===== src/rtl/composite_ecc_encoder.sv =====
// Byte-to-13-bit SEC-DED-style encoder feeding a DEPTH-entry codeword FIFO (optional COMPOSITE_ECC_ENC_INJECT_EN error injection).
// Latency: a word accepted into an empty FIFO is presented on out_codeword right after the accepting edge.
// Backpressure: in_ready drops when the registered level reaches DEPTH; out_ready stalls the head in place.
module composite_ecc_encoder #(
    parameter int DEPTH = 4
) (
`ifdef COMPOSITE_ECC_ENC_INJECT_EN
    input  logic        inject_en,
    input  logic [3:0]  inject_pos,
`endif
    input  logic        clk,
    input  logic        rst,
    input  logic        in_valid,
    output logic        in_ready,
    input  logic [7:0]  in_data,
    output logic        out_valid,
    input  logic        out_ready,
    output logic [12:0] out_codeword,
    output logic [4:0]  level,
    output logic [15:0] enc_count
);

    localparam int AW = (DEPTH > 1) ? $clog2(DEPTH) : 1;

    logic [12:0]   mem [DEPTH];
    logic [AW-1:0] wr_ptr;
    logic [AW-1:0] rd_ptr;
    logic [4:0]    level_q;
    logic [15:0]   count_q;
    logic          accept;
    logic          deliver;
    logic [12:0]   enc_word;
    logic [12:0]   inj_mask;

    function automatic logic [12:0] encode(input logic [7:0] d);
        logic p0, p1, p2, p3, par;
        p0  = d[0] ^ d[1] ^ d[3] ^ d[4] ^ d[6];
        p1  = d[0] ^ d[2] ^ d[3] ^ d[5] ^ d[6];
        p2  = d[1] ^ d[2] ^ d[3] ^ d[7];
        p3  = d[4] ^ d[5] ^ d[6] ^ d[7];
        par = ~^d;
        return {par, d[7], d[6], d[5], d[4], p3, d[3], d[2], d[1], p2, d[0], p1, p0};
    endfunction

`ifdef COMPOSITE_ECC_ENC_INJECT_EN
    // Positions 13..15 fall off the top of the word and inject nothing.
    always_comb begin
        inj_mask = '0;
        if (inject_en && (inject_pos < 4'd13))
            inj_mask = 13'd1 << inject_pos;
    end
`else
    assign inj_mask = '0;
`endif

    assign enc_word     = encode(in_data) ^ inj_mask;
    assign in_ready     = !rst && (level_q < 5'(DEPTH));
    assign out_valid    = !rst && (level_q != 5'd0);
    assign out_codeword = out_valid ? mem[rd_ptr] : '0;
    assign level        = level_q;
    assign enc_count    = count_q;
    assign accept       = in_valid && in_ready;
    assign deliver      = out_valid && out_ready;

    // Storage needs no reset: the head is only visible while level is non-zero.
    always_ff @(posedge clk) begin
        if (accept)
            mem[wr_ptr] <= enc_word;
    end

    always_ff @(posedge clk) begin
        if (rst) begin
            wr_ptr  <= '0;
            rd_ptr  <= '0;
            level_q <= '0;
            count_q <= '0;
        end else begin
            if (accept)
                wr_ptr <= wr_ptr + 1'b1;
            if (deliver) begin
                rd_ptr  <= rd_ptr + 1'b1;
                count_q <= count_q + 16'd1;
            end
            case ({accept, deliver})
                2'b10:   level_q <= level_q + 5'd1;
                2'b01:   level_q <= level_q - 5'd1;
                default: level_q <= level_q;
            endcase
        end
    end

endmodule


===== config.mk =====
export PLATFORM = sky130hd
export DESIGN_NAME = composite_ecc_encoder
export DESIGN_NICKNAME = d
export VERILOG_FILES = /design/src/rtl/composite_ecc_encoder.sv
export SDC_FILE = /design/constraint.sdc
export NUM_CORES = 1
export LEC_CHECK = 0
export CAP_MARGIN = 15
export CORE_UTILIZATION = 30
export CTS_CLUSTER_SIZE = 20
export DETAILED_ROUTE_END_ITERATION = 6
export SYNTH_ARGS = -nofsm -noshare
export SYNTH_HDL_FRONTEND = slang
export SYNTH_SLANG_ARGS = --single-unit

===== constraint.sdc =====
create_clock -name clk -period 3.95 [get_ports clk]
set_input_delay 0.9875 -clock clk [delete_from_list [all_inputs] [get_ports clk]]
set_output_delay 0.9875 -clock clk [all_outputs]
set_load 0.02 [all_outputs]

==> results_tabular.tex, run 1 <==
\begin{tabular}{lr}
\hline
Metric & Value \\
\hline
\multicolumn{2}{l}{\textbf{Layout}} \\
\quad Share of the core filled with cells & approximately 39\% \\
\quad Area delta synth->final & 26.44\% \\
\quad Final net count & around 340 \\
\quad Post-route design area & approximately 4500 um\^{}2 \\
\quad Antenna diode count & 0 \\
\quad Fraction of layout cells with a size suffix above 1 & between 10\% and 20\% \\
\quad Cell Count, Final, Fillers Out & between 400 and 500 \\
\multicolumn{2}{l}{\textbf{Timing}} \\
\quad Max Clock Freq & $\sim$270 MHz \\
\quad Clock skew & $\sim$0.0074 ns \\
\quad Minimum clock period after layout & 3.688 ns \\
\quad RSZ-0062 raised after global routing & false \\
\quad Final setup TNS & 0 ns \\
\quad Worst max-slew margin expressed relative to the limit & a little over 50\% \\
\quad Setup Viol. Count Final & 0 \\
\quad Slew at the pin with the worst max-slew slack & 0.7362 ns \\
\quad Share of the clock period used by the worst path & $\sim$93\% \\
\quad Hold Slack & approximately 0.51 ns \\
\quad Final slew viol count & 0 \\
\quad Number of hold violations in the final report & 0 \\
\multicolumn{2}{l}{\textbf{Routing}} \\
\quad Drt drc & 0 \\
\quad Detailed router's first-iteration violation count & approximately 110 \\
\quad Total number of vias & 2207 \\
\quad Sum of routed wire length over all layers & 6.790 mm \\
\quad Remaining number of nets flagged by the antenna check after routing & 0 \\
\quad Vias per inst & 4.767 \\
\quad Count of TritonRoute iterations in the first routing pass & 5 \\
\quad Post-DR wirelength/cell & about 15 um \\
\multicolumn{2}{l}{\textbf{Critical path}} \\
\quad Capture instance of the worst register-to-register path & level[4]\$\_SDFFE\_PP0P\_ \\
\quad Type of destination of the critical path & output port \\
\quad Worst R2R Start & level[2]\$\_SDFFE\_PP0P\_ \\
\quad Most common cell type on the critical path & sky130\_fd\_sc\_hd\_\_clkdlybuf4s50\_1 \\
\quad Startpoint kind of the worst setup timing path & input pin \\
\quad Worst-path maximum fanout & 15 \\
\quad Critical path required time & 2.96 ns \\
\quad Worst-case register-to-register setup slack & 0.94 ns \\
\quad Crit-path max cell delay & $\sim$0.6 ns \\
\quad Critical Setup Path Class & input pin to output port \\
\quad Number of cell instances on the worst register-to-register path & 11 \\
\quad Critical path cell sequence & clkdlybuf4s50\_1 -> a21oi\_1 -> buf\_4 -> and2\_1 -> clkdlybuf4s50\_1 \\
\quad Arrival time at the worst endpoint & 2.70 ns \\
\quad Max stage delay cell, worst path & sky130\_fd\_sc\_hd\_\_clkdlybuf4s50\_1 \\
\multicolumn{2}{l}{\textbf{Placement}} \\
\quad IO Port Bufs & 47 \\
\quad Total half-perimeter wirelength after legalization and detailed placement & about 4.4 mm \\
\quad Cell Count Post-Placement & between 400 and 500 \\
\quad Placed cell area & about 4100 um\^{}2 \\
\quad Placer Congestion & 0.7751 \\
\multicolumn{2}{l}{\textbf{Min path}} \\
\quad Beginning of the worst hold path & wr\_ptr[1]\$\_SDFFE\_PP0P\_ \\
\quad Instance count along the most critical hold path & 2 \\
\quad Worst Hold End & wr\_ptr[1]\$\_SDFFE\_PP0P\_ \\
\quad Class of the tightest hold or removal check & flop to flop \\
\multicolumn{2}{l}{\textbf{Synthesis}} \\
\quad Number of distinct library cells after synthesis & 43 \\
\quad Count of mapped cells out of synthesis & 265 \\
\quad Ys async rst share & 0\% \\
\quad Warning count from the yosys run & 0 \\
\quad Number of synthesized flops with an enable pin & 52 \\
\quad Number of nets in the synthesized netlist & 286 \\
\quad Per-instance average area after synthesis & about 13 um\^{}2 \\
\quad Cell Area, Synth & approximately 3500 um\^{}2 \\
\quad Sequential element share of the synthesized area & 59.70\% \\
\quad Number of flip-flops and latches in the synthesized netlist & 79 \\
\quad Most frequently used flop master after synthesis & sky130\_fd\_sc\_hd\_\_edfxtp\_1 \\
\multicolumn{2}{l}{\textbf{Power and ir drop}} \\
\quad IR drop worst, VDD & approximately 0.19 mV \\
\quad Internal & $\sim$1600 uW \\
\quad Clock share of power & a little under two fifths \\
\quad Net switching power & roughly 580 uW \\
\quad Power per Cell Area & 496.7 nW/um\^{}2 \\
\quad Combinational group share of total power & between 10\% and 20\% \\
\quad Lkg Pwr & between 0.001 and 0.0015 uW \\
\quad Switching share of power & a little over a quarter \\
\quad Sequential group share of total power & between 40\% and 50\% \\
\multicolumn{2}{l}{\textbf{Clock tree}} \\
\quad Clock tree buffer depth & 2 \\
\quad Clock tree root buffer cell & sky130\_fd\_sc\_hd\_\_clkbuf\_16 \\
\quad Number of buffers inserted for hold repair after clock tree synthesis & 0 \\
\quad Number of levels the H-tree was split into & 3 \\
\quad Sinks on the clock net & 79 \\
\quad TritonCTS clock tree & yes \\
\quad Skew-Pair Late Insertion Delay & between 0.3 and 0.4 ns \\
\quad Number of buffers inserted during clock tree synthesis & 9 \\
\quad Clock-pin slew on the worst setup and hold paths & around 0.060 ns \\
\quad CTS-repair resized insts & 0 \\
\quad Post-CTS setup buffer count & 0 \\
\multicolumn{2}{l}{\textbf{Global route}} \\
\quad First-pass GRT wire length & 11.20 mm \\
\quad Vias in the first global route & approximately 2.2k \\
\quad GRT Total Usage & around an eighth \\
\quad Number of antenna violations at the first check in global routing & 0 \\
\quad Gr ovfl total & 0 \\
\quad Pin count of the biggest net entering global routing & 29 \\
\multicolumn{2}{l}{\textbf{Run}} \\
\quad Total of max-cap violations & 0 \\
\multicolumn{2}{l}{\textbf{Floorplan}} \\
\quad Core Rows & 39 \\
\quad Die area & between 10000 and 15000 um\^{}2 \\
\quad Die X & 110.3 um \\
\quad Die extent in y & roughly 110 um \\
\quad Core Area & about 11000 um\^{}2 \\
\quad Num ports & 48 \\
\quad Initial Util & between 30\% and 40\% \\
\multicolumn{2}{l}{\textbf{Status}} \\
\quad Status & completed \\
\hline
\end{tabular}
==> power by group through the flow <==
stage	sequential (uW)	clock (uW)	combinational, uW
after detailed placement	989	0	411
after floorplan	990	0	259
after CTS	971	857	413
after global placement	987	0	407
final	971	835	406
after global routing	977	893	447
==> area by class of cell <==
cell class / count / area [um^2]
inverters: 7 / 26.28
well taps: 143 / 178.9
clock inverters: 7 / 78.83
fillers: 1126 / 6967
multi-input cells: 167 / 1340
repair buffers: 51 / 500.5
clock buffers: 9 / 225.2
flip-flops and latches: 79 / 2102
==> cells in the mapped netlist (3+ instances only) <==
master | number | share of area (%)
sky130_fd_sc_hd__a21oi_1 | 13 | 1.8
sky130_fd_sc_hd__a31o_2 | 4 | 0.99
sky130_fd_sc_hd__and2_1 | 14 | 2.5
sky130_fd_sc_hd__and3_1 | 4 | 0.71
sky130_fd_sc_hd__buf_2 | 3 | 0.43
sky130_fd_sc_hd__clkbuf_1 | 6 | 0.64
sky130_fd_sc_hd__dfxtp_1 | 27 | 15
sky130_fd_sc_hd__edfxtp_1 | 52 | 44
sky130_fd_sc_hd__ha_1 | 9 | 3.2
sky130_fd_sc_hd__inv_1 | 7 | 0.75
sky130_fd_sc_hd__mux2i_1 | 3 | 0.85
sky130_fd_sc_hd__mux4_2 | 13 | 8.3
sky130_fd_sc_hd__nand2_1 | 9 | 0.96
sky130_fd_sc_hd__nand2b_1 | 4 | 0.71
sky130_fd_sc_hd__nand3_1 | 3 | 0.43
sky130_fd_sc_hd__nand4_1 | 6 | 1.1
sky130_fd_sc_hd__nor2_1 | 22 | 2.3
sky130_fd_sc_hd__nor3_1 | 5 | 0.71
sky130_fd_sc_hd__o211ai_1 | 3 | 0.64
sky130_fd_sc_hd__o21ai_0 | 5 | 0.71
sky130_fd_sc_hd__or3_1 | 4 | 0.71
sky130_fd_sc_hd__xnor2_1 | 14 | 3.5
sky130_fd_sc_hd__xor2_1 | 12 | 3.0
==> worst max-delay path: cells and delay by family <==
kind | cells | cell delay [ns]
buf+inv | 3 | 1.36
simple gates | 1 | 0.16
compound gates | 1 | 0.19
==> per-layer routing <==
layer	up-vias	track usage (%)	wire length (um)
li1	1085	-	-
met3	7	4.997	410
met4	0	3.383	63
met1	1056	16.45	3352
met5	-	0	0
met2	59	19.30	2963
==> kinds of logic after synthesis <==
group,share of synthesized area (%)
AOI/OAI and AO/OA,5.899
xor gates and xnor gates,6.468
adders and majority gates,3.198
buffers and inverters,2.239
DFF,59.70
muxes,9.808
and+or+nand+nor,12.69
==> placed cells by master (no fill, tap or decap), drive strengths merged, types with 2 or more instances in the layout <==
master	synthesis	routed
a21oi	13	13
a31o	4	4
and2	14	14
and3	4	4
buf	6	4
clkbuf	6	9
clkdlybuf4s50	0	47
clkinv	0	2
dfxtp	27	27
edfxtp	52	52
ha	9	9
inv	7	10
mux2	2	2
mux2i	3	3
mux4	13	13
nand2	9	9
nand2b	4	4
nand3	3	3
nand3b	2	2
nand4	7	7
nor2	22	22
nor3	5	5
o211ai	3	3
o21ai	6	6
or3	4	4
xnor2	14	14
xor2	12	12
==> sequential cells by signal, indices dropped and copies added (netlist names), named ones only <==
signal and cells:
mem 52, level 5, rd_ptr 2, wr_ptr 2
enc_count 16
==> per-stage QoR <==
stage | total power (uW) | worst slack [ns]
after global placement | 1395 | 0.3008
after global routing | 2316 | 0.1547
after detailed placement | 1400 | 0.2398
after CTS | 2242 | 0.2431
after floorplan | 1249 | 0.03194
final | 2211 | 0.2616
==> how the worst max path moves through the flow <==
stage,from,endpoint
floorplan,rst,level[4]$_SDFFE_PP0P_
global placement,rst,out_codeword[12]
detailed placement,rst,out_codeword[0]
CTS,rst,out_codeword[0]
global route,rst,out_codeword[3]
finish,rst,out_codeword[0]
No activity file was read; power rests on OpenSTA's default activity.
==> run 2: changes to the inputs <==
--- a/config.mk
+++ b/config.mk
@@ -5,6 +5,7 @@
 export SDC_FILE = /design/constraint.sdc
 export NUM_CORES = 1
 export LEC_CHECK = 0
+export ABC_AREA = 0
 export CAP_MARGIN = 15
 export CORE_UTILIZATION = 30
 export CTS_CLUSTER_SIZE = 20
==> results of run 2 <==
Same layout as run 1: the final DEF is identical, and so are final timing and power.
==> run 3: changes to the inputs <==
==> constraint.sdc (replaced) <==
create_clock -name clk -period 4.2 [get_ports clk]
set_input_delay 1.05 -clock clk [delete_from_list [all_inputs] [get_ports clk]]
set_output_delay 1.05 -clock clk [all_outputs]
set_load 0.02 [all_outputs]
==> run 3 against run 2 <==
  * Register-to-register slack improved by 0.17 ns
  * Setup slack improved by 0.20 ns
  * Hold slack gained 0.0012 ns
  * Critical path type unchanged
  * Critical endpoint unchanged
  * Largest cell class unchanged
==> results_tabular.tex, run 3 (synthesis gave the netlist of run 1 again) <==
\begin{tabular}{lr}
\hline
Metric & Value \\
\hline
\multicolumn{2}{l}{\textbf{Global route}} \\
\quad Number of antenna violations at the first check in global routing & 0 \\
\quad Gr ovfl total & 0 \\
\quad First-pass GRT wire length & approximately 11 mm \\
\quad Vias in the first global route & about 2.2k \\
\quad Pin count of the biggest net entering global routing & 31 \\
\quad GRT Total Usage & $\sim$13\% \\
\multicolumn{2}{l}{\textbf{Power and ir drop}} \\
\quad Lkg Pwr & between 0.001 and 0.0015 uW \\
\quad IR drop worst, VDD & approximately 0.23 mV \\
\quad Power per Cell Area & 459.8 nW/um\^{}2 \\
\quad Clock share of power & between 30\% and 40\% \\
\quad Internal & about 1500 uW \\
\quad Combinational group share of total power & a little under a fifth \\
\quad Sequential group share of total power & between 40\% and 50\% \\
\quad Net switching power & 517.9 uW \\
\quad Switching share of power & between 20\% and 30\% \\
\multicolumn{2}{l}{\textbf{Layout}} \\
\quad Post-route design area & $\sim$4400 um\^{}2 \\
\quad Area delta synth->final & 25.98\% \\
\quad Most frequent standard cell in the layout excluding fill and tap cells & sky130\_fd\_sc\_hd\_\_edfxtp\_1 \\
\quad Antenna diode count & 0 \\
\quad Filler cell count in the final layout & $\sim$1.1k \\
\quad Flip-flop count of the largest register, all copies and words added & 52 \\
\quad Register with the most flip-flops & mem \\
\quad Top library cells by usage in the layout, fill and taps aside & sky130\_fd\_sc\_hd\_\_edfxtp\_1, sky130\_fd\_sc\_hd\_\_clkdlybuf4s50\_1, sky130\_fd\_sc\_hd\_\_dfxtp\_1, sky130\_fd\_sc\_hd\_\_nor2\_1 \\
\quad Fraction of layout cells with a size suffix above 1 & between 10 and 15\% \\
\quad Final net count & roughly 340 \\
\quad Total area of multi-input combinational cells & roughly 1300 um\^{}2 \\
\quad Share of the core filled with cells & between 30\% and 40\% \\
\quad Storage cell area & around 2100 um\^{}2 \\
\multicolumn{2}{l}{\textbf{Placement}} \\
\quad Placed cell area & 4148 um\^{}2 \\
\quad IO Port Bufs & 47 \\
\quad Placer Congestion & between 0.6 and 0.7 \\
\quad Total half-perimeter wirelength after legalization and detailed placement & between 4 and 5 mm \\
\multicolumn{2}{l}{\textbf{Floorplan}} \\
\quad Core Rows & 39 \\
\quad Die area & between 10000 and 15000 um\^{}2 \\
\quad Num ports & between 40 and 50 \\
\quad Initial Util & between 30\% and 40\% \\
\quad Core Area & around 11000 um\^{}2 \\
\quad Die X & between 100 and 150 um \\
\quad Die extent in y & $\sim$110 um \\
\multicolumn{2}{l}{\textbf{Min path}} \\
\quad Class of the tightest hold or removal check & flop to flop \\
\quad Beginning of the worst hold path & wr\_ptr[1]\$\_SDFFE\_PP0P\_ \\
\quad Instance count along the most critical hold path & 2 \\
\quad Worst Hold End & wr\_ptr[1]\$\_SDFFE\_PP0P\_ \\
\multicolumn{2}{l}{\textbf{Routing}} \\
\quad Sum of routed wire length over all layers & approximately 6.9 mm \\
\quad Post-DR wirelength/cell & about 15 um \\
\quad Total number of vias & 2240 \\
\quad Remaining number of nets flagged by the antenna check after routing & 0 \\
\quad Count of TritonRoute iterations in the first routing pass & 4 \\
\quad Vias per inst & just under 5 \\
\quad Drt drc & 0 \\
\quad Detailed router's first-iteration violation count & approximately 80 \\
\multicolumn{2}{l}{\textbf{Clock tree}} \\
\quad Skew-Pair Late Insertion Delay & approximately 0.32 ns \\
\quad Post-CTS setup buffer count & 0 \\
\quad TritonCTS clock tree & yes \\
\quad Number of buffers inserted for hold repair after clock tree synthesis & 0 \\
\quad CTS-repair resized insts & 0 \\
\quad Sinks on the clock net & roughly 80 \\
\quad Clock-pin slew on the worst setup and hold paths & approximately 0.060 ns \\
\quad Number of buffers inserted during clock tree synthesis & 9 \\
\quad Clock tree buffer depth & 2 \\
\quad Number of levels the H-tree was split into & 3 \\
\quad Clock tree root buffer cell & sky130\_fd\_sc\_hd\_\_clkbuf\_16 \\
\multicolumn{2}{l}{\textbf{Timing}} \\
\quad Final setup TNS & 0 ns \\
\quad Max Clock Freq & about 270 MHz \\
\quad Final slew viol count & 0 \\
\quad Minimum clock period after layout & between 3 and 4 ns \\
\quad Slew at the pin with the worst max-slew slack & around 0.74 ns \\
\quad Share of the clock period used by the worst path & around nine tenths \\
\quad Number of hold violations in the final report & 0 \\
\quad Setup Viol. Count Final & 0 \\
\quad Worst max-slew margin expressed relative to the limit & between 50 and 60\% \\
\quad RSZ-0062 raised after global routing & false \\
\quad Clock skew & between 0.005 and 0.006 ns \\
\multicolumn{2}{l}{\textbf{Critical path}} \\
\quad Worst-case register-to-register setup slack & about 1.1 ns \\
\quad Startpoint kind of the worst setup timing path & input pin \\
\quad Critical Setup Path Class & input pin to output port \\
\quad Capture instance of the worst register-to-register path & level[4]\$\_SDFFE\_PP0P\_ \\
\quad Arrival time at the worst endpoint & about 2.7 ns \\
\quad Number of cell instances on the worst register-to-register path & 11 \\
\quad Type of destination of the critical path & output port \\
\quad Worst-path maximum fanout & 15 \\
\quad Critical path required time & around 3.2 ns \\
\quad Worst R2R Start & level[2]\$\_SDFFE\_PP0P\_ \\
\multicolumn{2}{l}{\textbf{Run}} \\
\quad Total of max-cap violations & 0 \\
\multicolumn{2}{l}{\textbf{Status}} \\
\quad Status & completed \\
\hline
\end{tabular}
-- run 3: cell types whose count changed in the layout (fill, tap and decap cells not counted) --
cell                         delta
sky130_fd_sc_hd__clkinv_2       +1
sky130_fd_sc_hd__inv_8          -1
sky130_fd_sc_hd__clkinvlp_4     +1
sky130_fd_sc_hd__inv_6          -2
-- run 3: worst max-delay path: stages --
cell                              delay (ns)
sky130_fd_sc_hd__clkdlybuf4s50_1        0.51
sky130_fd_sc_hd__a21oi_1                0.16
sky130_fd_sc_hd__buf_4                  0.21
sky130_fd_sc_hd__and2_1                 0.15
sky130_fd_sc_hd__clkdlybuf4s50_1        0.60
-- run 3: final cells by class --
cell class | instances | area share (%)
inverters | 7 | 0.5924
clock inverters | 6 | 1.410
well taps | 143 | 4.034
multi-input cells | 167 | 30.21
repair buffers | 51 | 11.28
flip-flops and latches | 79 | 47.39
clock buffers | 9 | 5.078
-- run 3: power groups by stage --
stage | logic [uW] | registers [uW] | clock network, uW
CTS | 391 | 914 | 763
detailed placement | 388 | 930 | 0
global placement | 383 | 928 | 0
global route | 423 | 920 | 793
floorplan | 243 | 931 | 0
finish | 384 | 913 | 742
-- run 3: worst max path at each step --
stage,from,to,slack [ns],cells after the start
after CTS,rst,out_codeword[0],0.45,5
after floorplan,rst,level[4]$_SDFFE_PP0P_,0.22,11
final,rst,out_codeword[0],0.46,5
after global routing,rst,out_codeword[7],0.34,5
after detailed placement,rst,out_codeword[0],0.46,5
after global placement,rst,out_codeword[12],0.50,5
-- run 3: through the flow --
| step | total power, uW | hold slack, ns | setup slack (ns) | instances |
|---|---|---|---|---|
| CTS | 2068 | 0.5175 | 0.4506 | 462 |
| finish | 2040 | 0.5123 | 0.4623 | 462 |
| detailed placement | 1317 | 0.5097 | 0.4585 | 447 |
| floorplan | 1174 | 0.4830 | 0.2194 | 265 |
| global route | 2136 | 0.5520 | 0.3359 | 462 |
| global placement | 1311 | 0.4989 | 0.4996 | 447 |
-- run 3: layer usage --
| layer | global-route usage [%] | part of all wire [%] | routed length (um) | vias to the layer above |
|---|---|---|---|---|
| met5 | 0 | 0 | 0 | - |
| met4 | 2.538 | 0.65 | 45 | 0 |
| met3 | 4.468 | 6.1 | 420 | 6 |
| met2 | 19.70 | 44 | 3061 | 66 |
| met1 | 16.92 | 49 | 3386 | 1089 |
| li1 | - | - | - | 1079 |
